**config.mk**
```make
export PLATFORM = sky130hd
export DESIGN_NAME = mem_port_arbiter
export DESIGN_NICKNAME = d
export VERILOG_FILES = /design/src/rtl/mem_port_arbiter.sv
export SDC_FILE = /design/constraint.sdc
export NUM_CORES = 1
export LEC_CHECK = 0
export BUFFER_PORTS_ARGS = -buffer_cell sky130_fd_sc_hd__buf_2
export CAP_MARGIN = 5
export CORE_AREA = 2 2 105 107
export CTS_BUF_LIST = sky130_fd_sc_hd__clkbuf_4 sky130_fd_sc_hd__clkbuf_8 sky130_fd_sc_hd__clkbuf_16
export DETAILED_ROUTE_END_ITERATION = 16
export DIE_AREA = 0 0 107 109
export MAX_ROUTING_LAYER = met4
export PLACE_DENSITY_LB_ADDON = 0.2
export SLEW_MARGIN = 20
export SYNTH_ARGS = -nofsm -noshare
export SYNTH_HDL_FRONTEND = slang
export SYNTH_SLANG_ARGS = --single-unit
export TNS_END_PERCENT = 100
```
**constraint.sdc**
```tcl
create_clock -name clk -period 2.75 [get_ports clk]
set_input_delay 0.55 -clock clk [delete_from_list [all_inputs] [get_ports clk]]
set_output_delay 0.55 -clock clk [all_outputs]
set_load 0.03 [all_outputs]
```
**src/rtl/mem_port_arbiter.sv**
```systemverilog
// Arbitrates a fetch port (IF) and a load/store port (LS) onto one single-port
// memory with 1-cycle read latency. LS has priority unless IF has starved.
module mem_port_arbiter #(
    parameter int STARVE_LIMIT = 3
) (
    input  logic        clk,
    input  logic        rst,
    input  logic        if_req,
    input  logic [31:0] if_addr,
    output logic        if_gnt,
    output logic        if_rvalid,
    output logic [31:0] if_rdata,
    input  logic        ls_req,
    input  logic        ls_we,
    input  logic [31:0] ls_addr,
    input  logic [31:0] ls_wdata,
    output logic        ls_gnt,
    output logic        ls_rvalid,
    output logic [31:0] ls_rdata,
    output logic        mem_en,
    output logic        mem_we,
    output logic [31:0] mem_addr,
    output logic [31:0] mem_wdata,
    input  logic [31:0] mem_rdata,
    output logic [1:0]  err_bits
);

    localparam int CNT_W = (STARVE_LIMIT < 4) ? 2 : $clog2(STARVE_LIMIT + 1);
    localparam logic [CNT_W-1:0] LIMIT_C = CNT_W'(STARVE_LIMIT);

    typedef enum logic [1:0] {
        OWN_NONE = 2'd0,
        OWN_IF   = 2'd1,
        OWN_LS   = 2'd2
    } owner_t;

    logic [CNT_W-1:0] r_starve_cnt;
    logic [CNT_W-1:0] w_starve_nxt;
    owner_t           r_owner;
    owner_t           w_owner_nxt;
    logic             r_resp_zero;
    logic             w_resp_zero_nxt;
    logic [1:0]       r_err;
    logic [1:0]       w_err_nxt;
    logic             w_force_if;
    logic             w_if_mis;
    logic             w_ls_mis;
    logic             w_if_gnt;
    logic             w_ls_gnt;

    always_comb begin
        w_force_if = (r_starve_cnt == LIMIT_C);
        w_if_mis   = |if_addr[1:0];
        w_ls_mis   = |ls_addr[1:0];
        w_ls_gnt   = !rst && ls_req && !(if_req && w_force_if);
        w_if_gnt   = !rst && if_req && !w_ls_gnt;
    end

    assign if_gnt = w_if_gnt;
    assign ls_gnt = w_ls_gnt;

    // Misaligned grants are acknowledged but never reach the memory.
    always_comb begin
        mem_en    = 1'b0;
        mem_we    = 1'b0;
        mem_addr  = '0;
        mem_wdata = '0;
        if (w_ls_gnt && !w_ls_mis) begin
            mem_en    = 1'b1;
            mem_we    = ls_we;
            mem_addr  = ls_addr;
            mem_wdata = ls_wdata;
        end else if (w_if_gnt && !w_if_mis) begin
            mem_en   = 1'b1;
            mem_addr = if_addr;
        end
    end

    always_comb begin
        w_starve_nxt    = r_starve_cnt;
        w_owner_nxt     = OWN_NONE;
        w_resp_zero_nxt = 1'b0;
        w_err_nxt       = r_err;
        if (w_if_gnt) begin
            w_starve_nxt = '0;
        end else if (if_req && (r_starve_cnt != LIMIT_C)) begin
            w_starve_nxt = r_starve_cnt + 1'b1;
        end
        if (w_if_gnt) begin
            w_owner_nxt     = OWN_IF;
            w_resp_zero_nxt = w_if_mis;
            w_err_nxt[0]    = r_err[0] | w_if_mis;
        end else if (w_ls_gnt) begin
            // An aligned store completes on the grant and owns no response.
            if (w_ls_mis || !ls_we) begin
                w_owner_nxt = OWN_LS;
            end
            w_resp_zero_nxt = w_ls_mis;
            w_err_nxt[1]    = r_err[1] | w_ls_mis;
        end
    end

    always_ff @(posedge clk) begin
        if (rst) begin
            r_starve_cnt <= '0;
            r_owner      <= OWN_NONE;
            r_resp_zero  <= 1'b0;
            r_err        <= 2'b00;
        end else begin
            r_starve_cnt <= w_starve_nxt;
            r_owner      <= w_owner_nxt;
            r_resp_zero  <= w_resp_zero_nxt;
            r_err        <= w_err_nxt;
        end
    end

    always_comb begin
        if_rvalid = !rst && (r_owner == OWN_IF);
        ls_rvalid = !rst && (r_owner == OWN_LS);
        if_rdata  = (if_rvalid && !r_resp_zero) ? mem_rdata : '0;
        ls_rdata  = (ls_rvalid && !r_resp_zero) ? mem_rdata : '0;
    end

    assign err_bits = r_err;

endmodule

```
==> impl_metrics.yaml, run 1 <==
logic_synthesis:
  synth_commonest_cells: "and2_1, a22o_1, clkbuf_2"
  ys_warn_count: 0
  synth_top_flop_cell: "dfxtp_1"
  synth-compound-area-share: 0.221
  ys_seq_elements: 7
  synth-simple-area-share: 0.549
  synthesis.area_um2: 1340
  syn_area_per_cell_um2: 7.32
  synth.most_common_cell: "and2_1"
  yosysUniqueCellTypes: 23
  ys_seq_area_frac: 0.105
  synth_edf_count: 0
  synth_top_family_by_area: "simple AND/OR/NAND/NOR gates"
  postSynthCellCount: 183
  synth.largest_area_cell: "and2_1"
  synthXorXnorAreaFrac: 0
  synth_area_leaders: "and2_1, a22o_1, dfxtp_1"
  synthMuxAreaShare: 0
  synth_top_area_share: 0.453
  synthAdderAreaFrac: 0.00934
  synth-async-reset-ratio: 0
clocking:
  root_buffer: "clkbuf_8"
  cts-hold-fix-buffers: 0
  cts_inserted_buffers: 3
  h-tree-depth: 1
  cts_tree: "yes"
  path_clk_slew_ns: 0.04
  numClockSinks: 7
  insertion_delay_ns: 0.22
  cts_buffer_depth: 2
  post_cts_buffers: 0
  cts.repair.resized: 0
floorplan:
  fp.dieW_um: 107
  design.core.area_um2: 10600
  start_util: 0.126
  die_area_um2: 11700
  fp.dieH_um: 109
  io_pins: 269
  num_rows: 38
finish:
  layout-drive-gt1-share: 0.636
  antenna_cells: 0
  fillers: 1187
  syn_to_final_growth_pct: 111
  post-route-cell-area_um2: 2820
  nets: 574
sta:
  skew_ns: 0.000472
  maxSlewViolCount: 0
  hold_violations: 0
  fmax_ghz: 0.410
  rsz0062_at_grt: "no"
  finalSetupTns_ns: 0
  fin_crit_sh: 0.888
  period_needed_ns: 2.44
  setup_violations: 0
detailed_routing:
  vias: 2241
  met3_length_um: 629
  viasPerCell: 3.87
  drt-initial-drc-count: 33
  ant_nets: 0
  drc_errors: 0
  wl_met2_um: 3430
  routedWlPerCell_um: 10.7
  totalWireLength_um: 6210
  dr.pass1.iters: 4
  routed.top_layer: "met3"
  drt-met1-wl_um: 2150
placement:
  place_area_um2: 2770
  dp_hpwl_um: 5410
  port-buffer-count: 266
  place.gp.congestion: 0.790
grt:
  first_global_vias: 1888
  antenna_found_initial: 0
  grt_usage: 0.0921
  grt_overflow: 0
  grt_pass1_wl_um: 8450
  grt_max_degree: 65
worst_setup_path:
  r2r-start: "r_starve_cnt[0]"
  worstPathArrival_ns: 1.89
  rrSetupSlack_ns: 1.35
  endpoint_kind: "primary output"
  worstSetupStartpointType: "register"
  required_ns: 2.20
  critPathLaunch: "r_starve_cnt[0]"
  crit_type: "reg2out"
  worst-path-max-fanout: 31
power_and_ir_drop:
  leakagePower_nw: 1.86
  irDropWorstVdd_mv: 0.0859
  power.density_nw_per_um2: 195
status:
  status: "complete, no violations"
worst_hold_path:
  min-delay-start: "r_starve_cnt[1]"
  hp-class: "reg2reg"
run:
  maxCapViolations: 0
## report_power, final
| part | switching, mW | internal, mW |
|---|---|---|
| combinational | 0.161 | 0.125 |
| sequential | 0.00328 | 0.108 |
| clock | 0.0418 | 0.110 |
## logic make-up (layout without fill, tap and decap cells)
logic type / after synthesis / in the layout
AND/OR/NAND/NOR: 114 / 114
AO/OA/AOI/OAI: 36 / 36
buffers and inverters: 24 / 279
flip-flops: 7 / 7
adder cells (fa/ha/maj): 1 / 1
other: 1 / 2
## path summary, 6_finish.rpt
check | end | cells past startpoint
setup / recovery | mem_en | 6
hold / removal | r_starve_cnt[1] | 2
setup reg to reg | err_bits[0] | 4
hold reg to reg | r_starve_cnt[1] | 2
## cells in the final DEF, fill, tap and decap left out, drive strengths merged, types with 2 or more instances in the layout
master and instances:
a21oi 3, and2 97, a22o 30, nand2b 2, nor2 2, o22ai 3, nand3b 2, clkbuf 4
inv 5, and2b 3, dfxtp 7, conb 2, buf 270, nor3b 2
## metrics by stage
stage,util,total power [mW],setup WS [ns],cells,hold slack [ns]
finish,0.266,0.549,0.308,579,0.470
global route,0.266,0.587,0.219,579,0.489
CTS,0.266,0.560,0.304,579,0.471
detailed placement,0.262,0.403,0.326,575,0.469
global placement,0.262,0.401,0.369,575,0.460
floorplan,-,0.265,0.298,184,0.449
## layout make-up
cell class,count,area (um^2),area share
flip-flops and latches,7,140,0.0496
multi-input cells,153,1050,0.373
repair buffers,270,1390,0.491
well taps,140,175,0.0621
clock buffers,4,48.8,0.0173
inverters,5,18.8,0.00665
## sequential cells by signal (all words and copies together) (netlist names)
name	cells
err_bits	2
r_owner	2
r_resp_zero	1
r_starve_cnt	2
## critical path, stage by stage (launching register included)
cell	delay, ns
dfxtp_1	0.32
ha_1	0.21
and2b_1	0.24
and4bb_2	0.27
buf_12	0.17
or2_2	0.27
buf_2	0.18
## per-layer routing
metal,GRT usage,up-vias
li1,-,1117
met1,0.0881,964
met3,0.0132,0
met4,0.00835,0
met2,0.198,160
met5,-,-
(Power assumes the default switching activity.)
==> inputs of run 2 (changes only) <==
Settings changed: ABC_AREA set to 1, CORE_AREA 2 2 105 107 to 2 2 104 106, DIE_AREA 0 0 107 109 to 0 0 106 108.
==> impl_metrics.yaml, run 2 <==
power_and_ir_drop:
  irDropWorstVdd_mv: 0.0890
  leakagePower_nw: 2.33
  power.density_nw_per_um2: 198
worst_setup_path:
  worst_r2r_path_depth: 6
  worstSetupStartpointType: "register"
  crit_type: "reg2out"
  worstPathArrival_ns: 1.82
  worst-path-max-fanout: 31
  endpoint_kind: "primary output"
  required_ns: 2.20
detailed_routing:
  totalWireLength_um: 7100
  drc_errors: 0
  routedWlPerCell_um: 9.97
  drt-initial-drc-count: 118
  dr.pass1.iters: 4
  vias: 2663
  ant_nets: 0
  viasPerCell: 3.74
sta:
  skew_ns: 0.00112
  rsz0062_at_grt: "no"
  worstMarginPinSlew_ns: 0.525
  period_needed_ns: 2.37
  setup_violations: 0
  whs_ns: 0.446
  finalSetupTns_ns: 0
  maxSlewViolCount: 0
  hold_violations: 0
  slew_headroom: 0.650
  fin_crit_sh: 0.863
  fmax_ghz: 0.421
floorplan:
  num_rows: 37
  start_util: 0.154
  fp.dieW_um: 106
  design.core.area_um2: 10200
  fp.dieH_um: 108
  io_pins: 269
  die_area_um2: 11400
logic_synthesis:
  postSynthCellCount: 317
  synth_top_flop_cell: "dfxtp_1"
  synth.largest_area_cell: "inv_1"
  synth-async-reset-ratio: 0
  ys_seq_area_frac: 0.0889
  synth_top_area_share: 0.248
  synth_area_leaders: "inv_1, nor2_1, o21ai_2"
  synthesis.area_um2: 1580
  yosysUniqueCellTypes: 20
  synth_edf_count: 0
  ys_warn_count: 0
  ys_seq_elements: 7
  synth_commonest_cells: "inv_1, nor2_1, nand2_1"
  synth.most_common_cell: "inv_1"
  syn_area_per_cell_um2: 4.97
finish:
  nets: 711
  mostFrequentLayoutCells: "buf_2, inv_1, nor2_1"
  layout-drive-gt1-share: 0.540
  syn_to_final_growth_pct: 92.7
  final_cells: 712
  fillers: 1170
  final_common_cell: "buf_2"
  antenna_cells: 0
placement:
  place.gp.congestion: 0.728
  placed_cells_incl_taps: 708
  dp_hpwl_um: 6310
  port-buffer-count: 266
run:
  maxCapViolations: 0
grt:
  grt_pass1_wl_um: 10300
  grt_usage: 0.113
  first_global_vias: 2392
  antenna_found_initial: 0
  grt_max_degree: 34
  grt_overflow: 0
status:
  status: "complete, no violations"
clocking:
  path_clk_slew_ns: 0.04
  root_buffer: "clkbuf_8"
  numClockSinks: 7
  cts-hold-fix-buffers: 0
  insertion_delay_ns: 0.22
  h-tree-depth: 1
  cts.repair.resized: 0
  cts_tree: "yes"
  cts_buffer_depth: 2
  post_cts_buffers: 0
  cts_inserted_buffers: 3
worst_hold_path:
  hp-class: "reg2reg"
  worst_hold_path.num_cells: 2
[run 2: cell types whose count changed after synthesis, moves of 3 or more]
cell,change
nor2_1,+99
buf_2,+7
inv_1,+99
and2_1,-97
o22ai_1,-3
nand2_1,+41
and2b_1,-3
a22o_1,-30
o21ai_2,+29
clkbuf_2,-9
[run 2: logic make-up after synthesis]
kind of cell,count (synthesis),synth area share
fa+ha+maj,1,0.00794
compound gates,34,0.177
buf+inv,123,0.335
xor+xnor,1,0.00556
simple gates,150,0.383
flops,7,0.0889
other cells,1,0.00238
[run 2: final timing paths]
kind | startpoint | to | slack, ns
worst max-delay path | r_starve_cnt[0] | mem_addr[31] | 0.38
worst min register to register | err_bits[0] | err_bits[0] | 0.45
worst max register to register | r_starve_cnt[0] | r_starve_cnt[1] | 1.58
worst min-delay path | err_bits[0] | err_bits[0] | 0.45
[run 2: routing by layer]
metal | global-route usage | up-vias | wire [um]
li1 | - | 1383 | -
met4 | 0.0179 | 0 | 22
met1 | 0.103 | 1118 | 2490
met3 | 0.0295 | 2 | 801
met2 | 0.238 | 160 | 3790
met5 | - | - | 0
[run 2: worst max-delay path, stage by stage, from the launching register on]
cell and delay (ns):
dfxtp_1 0.31, ha_1 0.21, nand2_1 0.11, nand3_4 0.13
nand3_2 0.08, buf_4 0.42, o21ai_0 0.13, buf_2 0.20
[run 2: per-stage QoR]
stage / setup slack, ns / total power [mW] / util / cell area (um^2)
after floorplan: 0.356 / 0.311 / - / 1580
after global placement: 0.430 / 0.456 / 0.292 / 2990
after detailed placement: 0.430 / 0.458 / 0.292 / 2990
after CTS: 0.361 / 0.609 / 0.297 / 3040
after global routing: 0.231 / 0.650 / 0.297 / 3040
final: 0.375 / 0.602 / 0.297 / 3040
[run 2: where the power goes]
group | total, mW | switching (mW) | internal [mW]
Clock | 0.148 | 0.0388 | 0.110
Sequential | 0.113 | 0.00348 | 0.109
Combinational | 0.341 | 0.213 | 0.127
Total | 0.602 | 0.255 | 0.346
[run 2: cell type report]
cell class / instances / area, um^2 / area share
timing repair buffer: 271 / 1370 / 0.451
multi-input combinational: 188 / 912 / 0.300
inverter: 106 / 398 / 0.131
tap: 136 / 170 / 0.0560
sequential: 7 / 140 / 0.0461
clock buffer: 4 / 48.8 / 0.0161
